### src/rtl/neuron_seq_ctrl.sv
// neuron_seq_ctrl: sequences one neuron evaluation. It fetches `len` weight/input
// pairs from a 1-cycle-latency memory, multiply-accumulates them, applies ReLU
// with saturation and hands the result off on a valid/ready interface.
module neuron_seq_ctrl #(
    parameter int unsigned WIDTH   = 8,
    parameter int unsigned MAX_LEN = 16,
    parameter int unsigned ADDR_W  = 4,
    parameter int unsigned LEN_W   = 5,
    parameter int unsigned ACC_W   = 20
) (
    input  logic              clk,
    input  logic              rst,
    input  logic              start,
    input  logic [LEN_W-1:0]  len,
    output logic              busy,
    output logic              rd_en,
    output logic [ADDR_W-1:0] rd_addr,
    input  logic [WIDTH-1:0]  rd_w,
    input  logic [WIDTH-1:0]  rd_x,
    output logic              out_valid,
    input  logic              out_ready,
    output logic [WIDTH-1:0]  out_data,
    output logic [ACC_W-1:0]  out_acc,
    output logic              out_sat
);

    localparam logic [LEN_W-1:0] LenMax  = LEN_W'(MAX_LEN);
    localparam logic [WIDTH-1:0] DataMax = '1;

    typedef enum logic [1:0] {
        StIdle,
        StFetch,
        StDrain,
        StDone
    } state_e;

    state_e              state_q, state_d;
    logic [LEN_W-1:0]    len_q, len_d;
    logic [ADDR_W-1:0]   cnt_q, cnt_d;
    logic [ACC_W-1:0]    acc_q, acc_d;
    logic                strobe_q;
    logic [WIDTH-1:0]    out_data_q, out_data_d;
    logic [ACC_W-1:0]    out_acc_q, out_acc_d;
    logic                out_sat_q, out_sat_d;

    logic [LEN_W-1:0]    len_clamped;
    logic                last_addr;
    logic [2*WIDTH-1:0]  w_ext;
    logic [2*WIDTH-1:0]  x_ext;
    logic [2*WIDTH-1:0]  prod;
    logic [ACC_W-1:0]    prod_ext;
    logic [ACC_W-1:0]    acc_sum;
    logic [WIDTH-1:0]    relu_data;
    logic                relu_sat;

    // Operand conditioning, full-width signed product and accumulator sum.
    always_comb begin
        len_clamped = (len > LenMax) ? LenMax : len;
        last_addr   = (LEN_W'(cnt_q) == (len_q - LEN_W'(1)));
        // Sign-extending both operands first makes the low 2*WIDTH bits of the
        // unsigned product equal to the signed product.
        w_ext    = {{WIDTH{rd_w[WIDTH-1]}}, rd_w};
        x_ext    = {{WIDTH{rd_x[WIDTH-1]}}, rd_x};
        prod     = w_ext * x_ext;
        prod_ext = {{(ACC_W - 2*WIDTH){prod[2*WIDTH-1]}}, prod};
        acc_sum  = acc_q + prod_ext;
    end

    // FSM next state, length latch, address counter and accumulator update.
    always_comb begin
        state_d = state_q;
        len_d   = len_q;
        cnt_d   = cnt_q;
        acc_d   = strobe_q ? acc_sum : acc_q;
        unique case (state_q)
            StIdle: begin
                if (start) begin
                    len_d   = len_clamped;
                    cnt_d   = '0;
                    acc_d   = '0;
                    state_d = (len_clamped == '0) ? StDone : StFetch;
                end
            end
            StFetch: begin
                // Hold the counter on the last address so it never wraps.
                if (last_addr) begin
                    state_d = StDrain;
                end else begin
                    cnt_d = cnt_q + ADDR_W'(1);
                end
            end
            StDrain: begin
                state_d = StDone;
            end
            StDone: begin
                if (out_ready) begin
                    state_d = StIdle;
                end
            end
            default: begin
                state_d = StIdle;
            end
        endcase
    end

    // ReLU with saturation applied to the accumulator value about to be stored.
    always_comb begin
        relu_data = '0;
        relu_sat  = 1'b0;
        if (!acc_d[ACC_W-1]) begin
            if (|acc_d[ACC_W-2:WIDTH]) begin
                relu_data = DataMax;
                relu_sat  = 1'b1;
            end else begin
                relu_data = acc_d[WIDTH-1:0];
            end
        end
    end

    // Result registers: load on entry to DONE, clear on return to IDLE.
    always_comb begin
        out_data_d = out_data_q;
        out_acc_d  = out_acc_q;
        out_sat_d  = out_sat_q;
        if (state_d == StDone && state_q != StDone) begin
            out_data_d = relu_data;
            out_acc_d  = acc_d;
            out_sat_d  = relu_sat;
        end else if (state_q == StDone && state_d == StIdle) begin
            out_data_d = '0;
            out_acc_d  = '0;
            out_sat_d  = 1'b0;
        end
    end

    // State and datapath registers with synchronous active-low reset.
    always_ff @(posedge clk) begin
        if (!rst) begin
            state_q    <= StIdle;
            len_q      <= '0;
            cnt_q      <= '0;
            acc_q      <= '0;
            strobe_q   <= 1'b0;
            out_data_q <= '0;
            out_acc_q  <= '0;
            out_sat_q  <= 1'b0;
        end else begin
            state_q    <= state_d;
            len_q      <= len_d;
            cnt_q      <= cnt_d;
            acc_q      <= acc_d;
            // Memory data lags the strobe by one cycle.
            strobe_q   <= rd_en;
            out_data_q <= out_data_d;
            out_acc_q  <= out_acc_d;
            out_sat_q  <= out_sat_d;
        end
    end

    // Moore outputs decoded from the current state.
    always_comb begin
        busy      = (state_q != StIdle);
        rd_en     = (state_q == StFetch);
        rd_addr   = rd_en ? cnt_q : '0;
        out_valid = (state_q == StDone);
        out_data  = out_data_q;
        out_acc   = out_acc_q;
        out_sat   = out_sat_q;
    end

endmodule

### config.mk
export PLATFORM = sky130hd
export DESIGN_NAME = neuron_seq_ctrl
export DESIGN_NICKNAME = d
export VERILOG_FILES = /design/src/rtl/neuron_seq_ctrl.sv
export SDC_FILE = /design/constraint.sdc
export NUM_CORES = 1
export LEC_CHECK = 0
export CORE_MARGIN = 2
export CORE_UTILIZATION = 59
export DETAILED_ROUTE_END_ITERATION = 6
export MAX_ROUTING_LAYER = met4
export PLACE_DENSITY = 0.88
export SYNTH_ARGS = -nofsm -noshare
export SYNTH_HDL_FRONTEND = slang
export SYNTH_SLANG_ARGS = --single-unit
### constraint.sdc
create_clock -name clk -period 9.5 [get_ports clk]
set_input_delay 1.9 -clock clk [delete_from_list [all_inputs] [get_ports clk]]
set_output_delay 1.9 -clock clk [all_outputs]
set_load 0.02 [all_outputs]
==> results_dict.tcl <==
set metrics [dict create \
    powerDensity_mw_per_mm2 318 \
    overflow 0 \
    coreArea_mm2 0.00982 \
    max_stage_delay_ns 0.56 \
    critPathBufInv 5 \
    syn_area_mm2 0.00601 \
    worst_slew_pin_slew_ns 1.08 \
    synthSimpleGateAreaFrac_pct 20.2 \
    final-instance-count-excl-fill 900 \
    cp-start-kind "input pin" \
    clock.fmax_mhz 111 \
    hold_violations 0 \
    die_height_um 105 \
    syn_nets 838 \
    final_core_util_pct 70.3 \
    grt_max_degree 32 \
    hold_path_class "register to register" \
    dp.final_hpwl_mm 10.9 \
    antenna_left 0 \
    synth_area_leaders "dfxtp_1, fa_1, ha_1" \
    total_power_w 0.00220 \
    slew_violations 0 \
    synthFlopType "dfxtp_1" \
    synth_warnings 0 \
    root_buffer "clkbuf_8" \
    worstPathRequired_ns 9.68 \
    crit_type "input pin to register" \
    syn2layout_area_growth_pct 14.9 \
    cp_top_family "compound AO/OA/AOI/OAI gates" \
    floorplan.initialDensity_pct 61.2 \
    tns_ns 0 \
    reg2reg_to "out_data[6]" \
    ff2ff_setup_slack_ns 6.10 \
    crit_top_cell "a21oi_1" \
    crit_end "out_data[1]" \
    drtPass1Iterations 6 \
    path_depth 29 \
    dieArea_mm2 0.0110 \
    grt_pass1_vias 5148 \
    irDropWorstVdd_uv 203 \
    ys_types 59 \
    r2r-start "acc_q[0]" \
    rsz0062_at_grt "false" \
    clock_skew_ns 0.00735 \
    fin_crit_ns 9.02 \
    syn_area_per_cell_um2 8.51 \
    yosysTopAreaCellShare_pct 20.3 \
    cts_max_level 3 \
    synth_compound_area_share_pct 14.6 \
    yosys.area.top_type "dfxtp_1" \
    die_x_um 105 \
    worstPathArrival_ns 9.20 \
    async_reset_ff_share_pct 0 \
    vias 5167 \
    row_count 36 \
    ctsHoldBuffers 0 \
    postCtsSetupBuffers 0 \
    cts-resized-gates 0 \
    ff2ff_path_depth 12 \
    dr.first_iter.drc_count 336 \
    dp.cells 885 \
    cp_slowest_cell "clkdlybuf4s50_1" \
    clkSlewWorstSetupHoldPaths_ns 0.07 \
    grt_pass1_wl_mm 23.2 \
    wire_per_inst_um 14.9 \
    globalplace.congestion 0.927 \
    synth_seq_cells 61 \
    portBuffers 60 \
    finalWirelength_mm 13.4 \
    startpoint "rd_w[3]" \
    via_per_inst 5.74 \
    synth_top_family_by_area "adder cells" \
    synthCells 706 \
    outcome "complete, no violations" \
    antenna_found_initial 0 \
    dpl_worst_slack_ns 0.327 \
    relSlewSlack_pct 28.3 \
    yosysSeqAreaShare_pct 20.3 \
    antenna_cells 0 \
    clock_latency_ns 0.34 \
    setup_ws_ns 0.479 \
    synth-edff-count 0 \
    cts_buffers 9 \
    worstPathMaxFanout 9 \
    ios 61 \
    final.period_utilization_pct 95.0 \
    hold_depth 2 \
    grt_use_total_pct 26.1 \
    clk_path_buf_depth 2 \
    cts.sinks 61 \
    tritoncts "done" \
    synth_mux_area_share_pct 2.27 \
    drv_cap 0 \
    worst_setup_path_end_kind "register" \
    drc_errors 0 \
    setup_viol 0 \
    p_leak_nw 3.08 \
    synth_xor_area_share_pct 5.25 \
    synthAdderAreaFrac_pct 29.4 \
    final_net_count 895 \
    drive_gt1_share_pct 4.30 \
]
==> metrics by stage <==
stage               instance area, um^2  hold WS, ns
detailed placement                 6720        0.447
global route                       6900        0.490
finish                             6900        0.453
floorplan                          6010        0.440
global placement                   6720        0.435
CTS                                6900        0.463
==> state kept, by name, indices dropped and copies added, names as in the netlist <==
register	count
acc_q	20
cnt_q	4
len_q	5
out_acc	20
out_data	8
out_sat	1
state_q	2
strobe_q	1
==> worst min-delay path: cells and delay by family (launching register included) <==
kind / cells / cell delay (ns)
compound gates: 1 / 0.05
simple gates: 1 / 0.04
flops: 1 / 0.33
==> kinds of logic (layout without fill, tap and decap cells) <==
family	after synthesis	after routing
and+or+nand+nor	232	232
AOI/OAI and AO/OA	130	130
buffers and inverters	126	187
adders and majority gates	108	108
DFF	61	61
xor gates and xnor gates	36	36
muxes	13	13
==> cell usage in the layout, fill, tap and decap left out, types with 4 or more instances in the layout <==
cell type	synthesis	layout
a211oi_1	8	8
a21o_1	5	5
a21oi_1	36	36
a22o_1	12	12
a31oi_1	4	4
and2_1	55	55
and3_1	4	4
clkbuf_8	0	9
clkdlybuf4s50_1	0	60
dfxtp_1	61	61
fa_1	56	56
ha_1	51	51
inv_1	109	109
mux2i_1	11	11
nand2_1	64	64
nand3_1	11	11
nand3b_1	5	5
nand4_1	6	6
nor2_1	48	48
nor3_1	15	15
nor4_1	4	4
nor4b_2	5	5
o21ai_0	25	25
o21ai_1	5	5
o21bai_1	7	7
xnor2_1	23	23
xor2_1	13	13
==> final cells by class <==
class	instances	area (um^2)
Fill cell	765	2920
Clock inverter	5	52.6
Multi-Input combinational cell	519	4310
Sequential cell	61	1220
Timing Repair Buffer	62	616
Inverter	110	413
Clock buffer	10	128
Tap cell	133	166
==> where the power goes <==
group / switching, W / internal [W]
logic: 0.000980 / 0.000683
registers: 0.0000253 / 0.000289
clock network: 0.000101 / 0.000118
==> cells in the mapped netlist (all sizes together) (4+ instances only) <==
cell type / number
o21ai: 30
a21o: 6
nand2: 64
nand3: 11
and3: 5
nor3: 15
a31oi: 4
fa: 56
a21oi: 36
a22o: 12
nor4b: 5
ha: 51
inv: 109
xor2: 13
nand4: 6
dfxtp: 61
xnor2: 23
a211o: 5
o21bai: 7
a211oi: 8
nand3b: 5
and2: 55
mux2i: 11
nor2: 49
clkbuf: 13
nor4: 4
==> routing by layer <==
metal / part of all wire, % / global-route usage (%) / vias up
met1: 42 / 32.4 / 2511
met2: 51 / 43.1 / 160
met4: 1.9 / 7.24 / 0
met5: 0 / - / -
li1: - / - / 2468
met3: 5.9 / 5.86 / 28
==> worst min-delay path by stage <==
stage / from / end
6_report: out_acc[0] / out_acc[0]
3_3_place_gp: out_acc[0] / out_acc[0]
5_1_grt: out_data[3] / out_data[3]
3_5_place_dp: out_acc[1] / out_acc[1]
2_1_floorplan: len_q[1] / len_q[1]
4_1_cts: out_acc[0] / out_acc[0]
Note: power is estimated with default switching activity, not from simulation.
